### src/rtl/trail_writer.sv
// trail_writer: paints each bike's head square into the frame buffer
// by read-modify-write, flags collisions, and wipes the buffer on request.
module trail_writer #(
  parameter int unsigned TRAIL_W    = 2,
  parameter logic [3:0]  BG_COLOR   = 4'h0,
  parameter logic [3:0]  BLUE_COLOR = 4'he,
  parameter logic [3:0]  RED_COLOR  = 4'h6
) (
  input  logic        Clk,
  input  logic        Reset,
  input  logic        frame_clk,
  input  logic        clear,
  input  logic [9:0]  Blue_X,
  input  logic [9:0]  Blue_Y,
  input  logic [9:0]  Red_X,
  input  logic [9:0]  Red_Y,
  output logic [18:0] rd_address,
  input  logic [15:0] rd_data,
  output logic [18:0] write_address,
  output logic [15:0] wr_data,
  output logic        WE,
  output logic        is_blocked,
  output logic        is_blocked2,
  output logic        busy
);

  typedef enum logic [2:0] {
    IDLE, RD, WAIT, CHK, CLEAR
  } state_t;

  localparam logic [16:0] CLR_LAST = 17'd76799;
  localparam logic [2:0]  LAST_IDX = 3'(TRAIL_W - 1);

  state_t      state_q;
  logic        sync1_q, sync2_q, sync3_q;
  logic [9:0]  bx_q, by_q, rx_q, ry_q;
  logic        red_q;
  logic [2:0]  i_q, j_q;
  logic [18:0] rd_addr_q;
  logic [16:0] clr_q;
  logic        blk_q, blk2_q;

  logic        frame_ev;
  logic [10:0] px, py;
  logic        offscr;
  logic [18:0] pix_addr;
  logic [3:0]  col, nib;
  logic [15:0] merged;
  logic        hit, last;

  assign frame_ev    = sync2_q & ~sync3_q;
  assign rd_address  = rd_addr_q;
  assign is_blocked  = blk_q;
  assign is_blocked2 = blk2_q;
  assign busy        = (state_q != IDLE);

  // Current pixel position, address and merged word for the active bike
  always_comb begin
    px = {1'b0, red_q ? rx_q : bx_q} + 11'(i_q);
    py = {1'b0, red_q ? ry_q : by_q} + 11'(j_q);
    offscr = (px > 11'd639) || (py > 11'd479);
    pix_addr = 19'(px[10:1]) + 19'(py) * 19'd320;
    col = red_q ? RED_COLOR : BLUE_COLOR;
    nib = px[0] ? rd_data[11:8] : rd_data[3:0];
    merged = px[0] ? {rd_data[15:12], col, rd_data[7:0]}
                   : {rd_data[15:4], col};
    hit = offscr || (nib != BG_COLOR);
    last = (i_q == LAST_IDX) && (j_q == LAST_IDX);
  end

  // Write port: merged pixel in CHK, background words while clearing
  always_comb begin
    WE = 1'b0;
    write_address = '0;
    wr_data = '0;
    case (state_q)
      CHK: begin
        if (!hit) begin
          WE = 1'b1;
          write_address = rd_addr_q;
          wr_data = merged;
        end
      end
      CLEAR: begin
        WE = 1'b1;
        write_address = {2'b00, clr_q};
        wr_data = {4{BG_COLOR}};
      end
      default: ;
    endcase
  end

  // Frame-tick sync, per-pixel read/check sequencing and buffer wipe
  always_ff @(posedge Clk) begin
    if (Reset) begin
      state_q <= IDLE;
      sync1_q <= 1'b0;
      sync2_q <= 1'b0;
      sync3_q <= 1'b0;
      bx_q <= '0;
      by_q <= '0;
      rx_q <= '0;
      ry_q <= '0;
      red_q <= 1'b0;
      i_q <= '0;
      j_q <= '0;
      rd_addr_q <= '0;
      clr_q <= '0;
      blk_q <= 1'b0;
      blk2_q <= 1'b0;
    end else begin
      sync1_q <= frame_clk;
      sync2_q <= sync1_q;
      sync3_q <= sync2_q;
      if (clear && state_q != CLEAR) begin
        state_q <= CLEAR;
        clr_q <= '0;
      end else begin
        case (state_q)
          IDLE: begin
            if (frame_ev) begin
              bx_q <= Blue_X;
              by_q <= Blue_Y;
              rx_q <= Red_X;
              ry_q <= Red_Y;
              i_q <= '0;
              j_q <= '0;
              if (!blk_q) begin
                red_q <= 1'b0;
                state_q <= RD;
              end else if (!blk2_q) begin
                red_q <= 1'b1;
                state_q <= RD;
              end
            end
          end
          RD: begin
            rd_addr_q <= pix_addr;
            state_q <= WAIT;
          end
          WAIT: state_q <= CHK;
          CHK: begin
            if (hit || last) begin
              if (hit) begin
                if (red_q) blk2_q <= 1'b1;
                else blk_q <= 1'b1;
              end
              i_q <= '0;
              j_q <= '0;
              if (!red_q && !blk2_q) begin
                red_q <= 1'b1;
                state_q <= RD;
              end else begin
                state_q <= IDLE;
              end
            end else begin
              if (i_q == LAST_IDX) begin
                i_q <= '0;
                j_q <= j_q + 3'd1;
              end else begin
                i_q <= i_q + 3'd1;
              end
              state_q <= RD;
            end
          end
          CLEAR: begin
            clr_q <= clr_q + 17'd1;
            if (clr_q == CLR_LAST) begin
              blk_q <= 1'b0;
              blk2_q <= 1'b0;
              state_q <= IDLE;
            end
          end
          default: state_q <= IDLE;
        endcase
      end
    end
  end

endmodule

### config.mk
export PLATFORM = sky130hd
export DESIGN_NAME = trail_writer
export DESIGN_NICKNAME = d
export VERILOG_FILES = /design/src/rtl/trail_writer.sv
export SDC_FILE = /design/constraint.sdc
export NUM_CORES = 1
export LEC_CHECK = 0
export BUFFER_PORTS_ARGS = -buffer_cell sky130_fd_sc_hd__buf_4
export CAP_MARGIN = 10
export CORE_ASPECT_RATIO = 0.9
export CORE_MARGIN = 8
export CORE_UTILIZATION = 55
export CTS_BUF_LIST = sky130_fd_sc_hd__clkbuf_4 sky130_fd_sc_hd__clkbuf_8
export CTS_CLUSTER_DIAMETER = 200
export DETAILED_ROUTE_END_ITERATION = 12
export PLACE_DENSITY = 0.8
export SLEW_MARGIN = 20
export SYNTH_ARGS = -nofsm -noshare
export SYNTH_HDL_FRONTEND = slang
export SYNTH_SLANG_ARGS = --single-unit
### constraint.sdc
create_clock -name Clk -period 10.1 [get_ports Clk]
set_input_delay 2.02 -clock Clk [delete_from_list [all_inputs] [get_ports Clk]]
set_output_delay 2.02 -clock Clk [all_outputs]
set_load 0.02 [all_outputs]
Word level (Yosys, flattened, before mapping)

Index checks and enable logic that the tools add are counted.

Register bits after elaboration: 91
Input port bits: 60

Add/subtract/negate cells: 6
$mul: 1
Order comparisons: 2
Eq/ne operators: 20
Mux-type cells: 41
Bitwise gates (word level): 3
Reduce and logical (&&, ||, !) cells: 23

Operators with widths:

| kind                    | count |
|---|---|
| $pmux W19 S2            | 1 |
| $mux W3                 | 11 |
| $mux W16                | 2 |
| $add A10 B3 Y11         | 2 |
| $mux W10                | 2 |
| $add A10 B19 Y19        | 1 |
| $mux W19                | 1 |
| $reduce_and A6 Y1       | 3 |
| $add A17 B1 Y17 const B | 1 |
| $eq A17 B17 Y1 const B  | 1 |
| $ne A3 B3 Y1 const B    | 5 |
| $pmux W3 S5             | 1 |
| $mux W1                 | 14 |
| $ne A2 B2 Y1 const B    | 7 |
| $mul A11 B3 Y13 const B | 1 |
| $mux W12                | 1 |
| $pmux W3 S2             | 2 |
| $reduce_and A3 Y1       | 4 |
| $gt A11 B10 Y1 const B  | 1 |
| $gt A11 B9 Y1 const B   | 1 |
| $eq A3 B1 Y1 const B    | 3 |
| $mux W4                 | 2 |
| $pmux W1 S2             | 4 |
| $add A3 B1 Y3 const B   | 2 |
| other kinds (15)        | 23 |

Logic depth before layout (Yosys ltp)

Gate-level depths: netlist (run 1).

Word-level depth: 9
Depth in mapped cells: 21
Gate-level depth less buffers: 17

Worst setup path before layout (run 1)

Ideal clock, no wire load.

Kind: input to output
Start: in rd_data[9]
End: out wr_data[1]
Arrival time: 4.161 ns
Data required time: 8.080 ns
Setup slack: 3.919 ns
Cell stages on the path: 7
Path buffers: 1
Cells stage by stage: or4b_2 -> o22ai_1 -> nand4_1 -> a2111o_1 -> nor3_2 -> buf_4 -> a21boi_1

Cells in the longest elaborated chain, start to end: 5

Ends and longest elaborated chain:

| element            | line | RTL |
|---|---|---|
| start, declared    | 18   | `input logic [15:0] rd_data,` |
| $mux W4            | 64   | `nib = px[0] ? rd_data[11:8] : rd_data[3:0];` |
| $reduce_bool A4 Y1 | 67   | `hit = offscr \|\| (nib != BG_COLOR);` |
| $logic_or A1 B1 Y1 | 67   |  |
| $mux W16           | 78   | `if (!hit) begin` |
| $mux W16           | 76   | `case (state_q)` |
| end, declared      | 20   | `output logic [15:0] wr_data,` |

Every way passes these cells.

Final worst setup path (run 1)

Start: in rd_data[9]
End: out write_address[4]

Cells in the longest elaborated chain, start to end: 5

Ends and longest elaborated chain:

| element            | line | RTL |
|---|---|---|
| $mux W4            | 64   |  |
| $reduce_bool A4 Y1 | 67   |  |
| $logic_or A1 B1 Y1 | 67   |  |
| $mux W19           | 78   |  |
| $pmux W19 S2       | 76   |  |
| end, declared      | 19   | `output logic [18:0] write_address,` |

Every way passes these cells.

==> flow_summary.toml, run 1 <==
[run_status]
status = "finished, final reports clean"

[route]
drt_iter0_drc = 425
viasPerCell = 5.61
drc = 0
drt-total-wl_um = 14400
ant_nets = 0
wire_per_inst_um = 15.5
drt_first_pass_iters = 5
route.vias.total = 5210

[worst_setup_path]
path_buf_inv = 3
end_kind = "primary output"
cp.arrival_ns = 4.67
cp.required_ns = 8.08
crit_family = "simple AND/OR/NAND/NOR gates"
path_cells = "buf_4, or4b_2, o22ai_1, nand4_1, a2111o_1, nor3_4, buf_8, a22o_1, buf_4"
max_stage_delay_ns = 0.66
critPathKind = "input port to primary output"
cp_common_cell = "buf_4"
worstSetupStartpointType = "input port"
crit_path_top_delay_cell = "or4b_2"
crit_fanout = 28

[grt]
grt_max_degree = 72
overflow = 0
grt_usage_pct = 21.0
grt_pass1_wl_um = 23800
first_global_vias = 5085
antenna_found_initial = 0

[worst_hold_path]
hp-class = "flop to flop"

[floorplan]
die_h_um = 111
fp-row-count = 35
die_area_mm2 = 0.0136
start_util_pct = 55.3
coreArea_mm2 = 0.0101
ios = 118
die_w_um = 122

[clocking]
cts_tree = "built"
cts_setup_buffers = 0
clk_root_buffer_cell = "clkbuf_8"
clock_latency_ns = 0.36
cts.sinks = 91
cts-buffers-inserted = 9
clk_path_buf_depth = 2
clkTransAtPathRegs_ns = 0.09
cts_resized = 0
htree_levels = 3
hold_buffers = 0

[finish]
final_area_mm2 = 0.00670
final_cell_mix = "nand2_1, buf_4, dfxtp_1, a21oi_1, nor2_1"
final_common_cell = "nand2_1"
antennaDiodeCount = 0
num-nets-final = 887
areaGrowthSynthToFinish_pct = 20.2
drive_above_1_share_pct = 19.6

[timing]
setup_slack_ns = 3.41
fin_tns_setup_ns = 0
fmax_ghz = 0.149
min_period_over_period_pct = 66.2
fin_crit_ns = 6.69
clock-skew-final_ns = 0.0109
whs_ns = 0.447
setup_viol = 0
report.final.hold_viol_count = 0
slew_viol_final = 0
tightest_slew_ns = 0.808
rsz0062_at_grt = "false"
slew_headroom_pct = 46.1

[placement]
post-place-ws_ns = 2.97
port_buffers = 117
hpwl_um = 11200
gp_congestion = 0.852
postPlaceCellArea_mm2 = 0.00648

[synth]
ys_warn_count = 0
synth_edf_count = 0
yosysSeqAreaShare_pct = 32.7
avgSynthCellArea_um2 = 7.94
synthDistinctLibCells = 59
synthCells = 702
yosys_register_bits = 91
synthArstFlopShare_pct = 0
synth_fp_nets = 793
synth_flop_cell = "dfxtp_1"
syn_area_mm2 = 0.00557

[pwr]
vdd.ir_drop.worst_v = 0.0000720
power_density_mw_per_mm2 = 102
fin_total_pwr_mw = 0.681
p_leak_nw = 2.70

[flow_run]
cap_violations = 0
state kept, by name, summed over array words and instances, names as in the netlist:
register	flops
j_q	3
is_blocked2	1
rd_address	19
sync2_q	1
is_blocked	1
by_q	10
i_q	3
clr_q	17
sync3_q	1
sync1_q	1
bx_q	10
state_q	3
ry_q	10
rx_q	10
red_q	1
where the power goes:
| group | switching (mW) | leakage, nW | internal (mW) | total (mW) |
|---|---|---|---|---|
| Clock | 0.131 | 0.0950 | 0.121 | 0.252 |
| Combinational | 0.0317 | 1.87 | 0.0291 | 0.0608 |
| Sequential | 0.00508 | 0.735 | 0.363 | 0.368 |
| Total | 0.168 | 2.70 | 0.513 | 0.681 |
through the flow:
stage / util, % / std cells
after floorplan: - / 702
after global placement: 64.4 / 913
after detailed placement: 64.4 / 913
after CTS: 66.4 / 928
after global routing: 66.5 / 929
final: 66.5 / 929
path summary, 6_finish.rpt:
check,startpoint,endpoint,slack [ns],cells past startpoint
worst max-delay path,rd_data[9],write_address[4],3.41,9
worst max register to register,red_q,rd_address[18],5.31,17
worst min-delay path,sync1_q,sync2_q,0.45,1
worst min register to register,sync1_q,sync2_q,0.45,1
cells by family after synthesis:
logic type	Yosys count	share of synthesized area, %
DFF	91	32.7
AOI/OAI and AO/OA	152	17.6
buffers and inverters	54	4.13
and+or+nand+nor	298	25.2
xor gates and xnor gates	49	7.95
muxes	27	5.07
adders and majority gates	31	7.36
area by class of cell:
class / instances / area, um2
tap: 129 / 161
timing repair buffer: 121 / 916
clock buffer: 10 / 138
clock inverter: 5 / 62.6
multi-input combinational: 557 / 3540
fill: 853 / 3370
sequential: 91 / 1820
inverter: 16 / 60.1
synth_stat cells (all sizes together), types with 2 or more instances:
master	instances	area, um2
nor4	6	37.5
or3	7	43.8
and2	15	93.8
a211oi	12	95.1
and3	5	31.3
nor3	14	75.1
dfxtp	91	1820
a21boi	4	30.0
nor2b	10	62.6
a221oi	2	30.0
nor3b	2	15.0
nand2	128	480
nand4	9	56.3
a31oi	5	31.3
clkbuf	30	114
xor2	23	201
or4	2	15.0
o31ai	2	15.0
or2	2	12.5
a22o	17	149
fa	3	60.1
mux2i	17	170
ha	28	350
a22oi	3	27.5
nor2	52	195
a21oi	77	385
xnor2	25	219
a21o	5	37.5
a211o	3	26.3
o21a	8	60.1
buf	8	56.3
nand3	27	135
nand3b	11	82.6
mux2	10	113
o21ai	8	40.0
nand2b	2	12.5
inv	16	60.1
per-layer routing:
| layer | vias to the layer above | global-route usage (%) | routed length [um] |
|---|---|---|---|
| met4 | 0 | 9.90 | 519 |
| met1 | 2359 | 26.9 | 6650 |
| met2 | 175 | 32.4 | 6230 |
| met3 | 39 | 5.01 | 1030 |
| li1 | 2637 | - | - |
| met5 | - | 0 | 0 |
Note: power is estimated with default switching activity, not from simulation.
==> inputs of run 2 (changes only) <==
Clock period 10.1 ns to 6.87 ns, I/O delays scaled along.
==> run 2 against run 1 <==
Against the previous run:
- hold slack better by 0.0086 ns
- via count is 1.0% higher
- count of clock-buffer cells in the layout stayed put
- sequential share of layout area hardly changed
- clock power is 35% higher
- routed wire length is 0.59% lower
- worst setup slack worse by 2.5 ns
- sequential cell count stayed put
- clock skew is 0.0013 ns higher
==> flow_summary.toml, run 2 (synthesized netlist as in run 1, its figures left out) <==
[timing]
fmax_ghz = 0.169
fin_tns_setup_ns = 0
rsz0062_at_grt = "false"
min_period_over_period_pct = 86.4
setup_viol = 0
fin_crit_ns = 5.93
tightest_slew_ns = 0.787
slew_viol_final = 0
slew_headroom_pct = 47.5
clock-skew-final_ns = 0.0122
report.final.hold_viol_count = 0

[finish]
final_cell_mix = "nand2_1, buf_4, dfxtp_1, a21oi_1, nor2_1"
num-nets-final = 889
areaGrowthSynthToFinish_pct = 20.1
drive_above_1_share_pct = 19.8
multiInputGateArea_mm2 = 0.00354
seq_area_mm2 = 0.00182
final_common_cell = "nand2_1"
n_fill_cell = 844
stdcell_count = 932
antennaDiodeCount = 0
largest_reg_flops = 19

[worst_setup_path]
cp.arrival_ns = 4.56
reg2reg_to = "rd_address[18]"
cp.required_ns = 5.50
critPathKind = "flop to primary output"
reg2reg_depth = 17
regToRegSetupSlack_ns = 1.97
crit_fanout = 26
r2r_start = "red_q"
worstSetupStartpointType = "flop"
end_kind = "primary output"

[clocking]
htree_levels = 3
clk_root_buffer_cell = "clkbuf_8"
cts_tree = "built"
clk_path_buf_depth = 2
cts_setup_buffers = 0
cts-buffers-inserted = 9
hold_buffers = 0
cts.sinks = 91
clkTransAtPathRegs_ns = 0.10
clock_latency_ns = 0.36
cts_resized = 0

[route]
drt_first_pass_iters = 7
wl_met2_um = 6500
wire_per_inst_um = 15.4
viasPerCell = 5.65
wl_met3_um = 1090
ant_nets = 0
drt_iter0_drc = 396
drc = 0
wl_met1_um = 6530
drt-total-wl_um = 14300
route.vias.total = 5262
highest_layer = "met4"

[floorplan]
fp-row-count = 35
start_util_pct = 55.3
die_area_mm2 = 0.0136
ios = 118
die_w_um = 122
die_h_um = 111
coreArea_mm2 = 0.0101

[grt]
grt_max_degree = 72
grt_pass1_wl_um = 24200
grt_usage_pct = 21.0
overflow = 0
antenna_found_initial = 0
first_global_vias = 5119

[worst_hold_path]
hp-class = "flop to flop"
min_to = "sync2_q"
worstHoldStart = "sync1_q"
hold_depth = 1

[placement]
hpwl_um = 11300
gp_congestion = 0.911
dp_cells = 915
port_buffers = 117

[pwr]
p_leak_nw = 2.70
vdd.ir_drop.worst_v = 0.0000820
power_density_mw_per_mm2 = 145

[run_status]
status = "finished, final reports clean"

[flow_run]
cap_violations = 0
==> run 2: cell types whose count changed in the layout (fill, tap and decap cells not counted), sizes merged <==
cell      change
buf           +2
bufinv        -1
clkinv        +3
clkinvlp      -2
inv           +1
==> run 2: how the worst max path moves through the flow <==
| stage | slack, ns | depth (start not counted) | end | startpoint |
|---|---|---|---|---|
| 6_report | 0.94 | 10 | write_address[12] | red_q |
| 5_1_grt | 0.72 | 10 | write_address[6] | red_q |
| 4_1_cts | 0.49 | 9 | wr_data[2] | red_q |
| 3_3_place_gp | 1.01 | 8 | wr_data[8] | rd_data[9] |
| 3_5_place_dp | 0.90 | 8 | wr_data[2] | rd_data[9] |
| 2_1_floorplan | 1.47 | 14 | wr_data[1] | red_q |
==> run 2: area by class of cell <==
class | count | share of cell area, %
Clock buffer | 10 | 1.96
Clock inverter | 6 | 0.729
Inverter | 16 | 0.897
Multi-Input combinational cell | 557 | 52.9
Sequential cell | 91 | 27.2
Tap cell | 129 | 2.41
Timing Repair Buffer | 123 | 13.9
==> run 2: metrics by stage <==
| stage | hold WS (ns) | power (mW) | cell area, um2 | utilization, % | worst slack, ns |
|---|---|---|---|---|---|
| after detailed placement | 0.438 | 0.643 | 6500 | 64.5 | 0.896 |
| after CTS | 0.459 | 0.976 | 6680 | 66.3 | 0.487 |
| after global placement | 0.423 | 0.640 | 6500 | 64.5 | 1.01 |
| after global routing | 0.484 | 1.01 | 6690 | 66.4 | 0.721 |
| after floorplan | 0.414 | 0.602 | 5570 | - | 1.47 |
| final | 0.455 | 0.970 | 6690 | 66.4 | 0.938 |
==> run 2: where the power goes <==
part	leakage [nW]	internal [mW]	switching [mW]
Clock	0.0946	0.140	0.200
Sequential	0.735	0.534	0.00813
Combinational	1.88	0.0428	0.0462
Total	2.70	0.716	0.254
==> run 2: layer usage <==
layer,vias to the layer above,global-route usage [%]
li1,2643,-
met1,2405,27.8
met2,193,33.5
met3,21,4.86
met4,0,5.60
met5,-,0
==> run 2: worst max-delay path: stages (launching register included) <==
cell,delay (ns)
dfxtp_1,0.64
mux2_2,0.42
ha_1,0.49
or4b_2,0.61
o22ai_1,0.28
nand4_1,0.13
a2111o_1,0.54
nor3_4,0.52
buf_8,0.25
a22o_1,0.16
buf_4,0.14
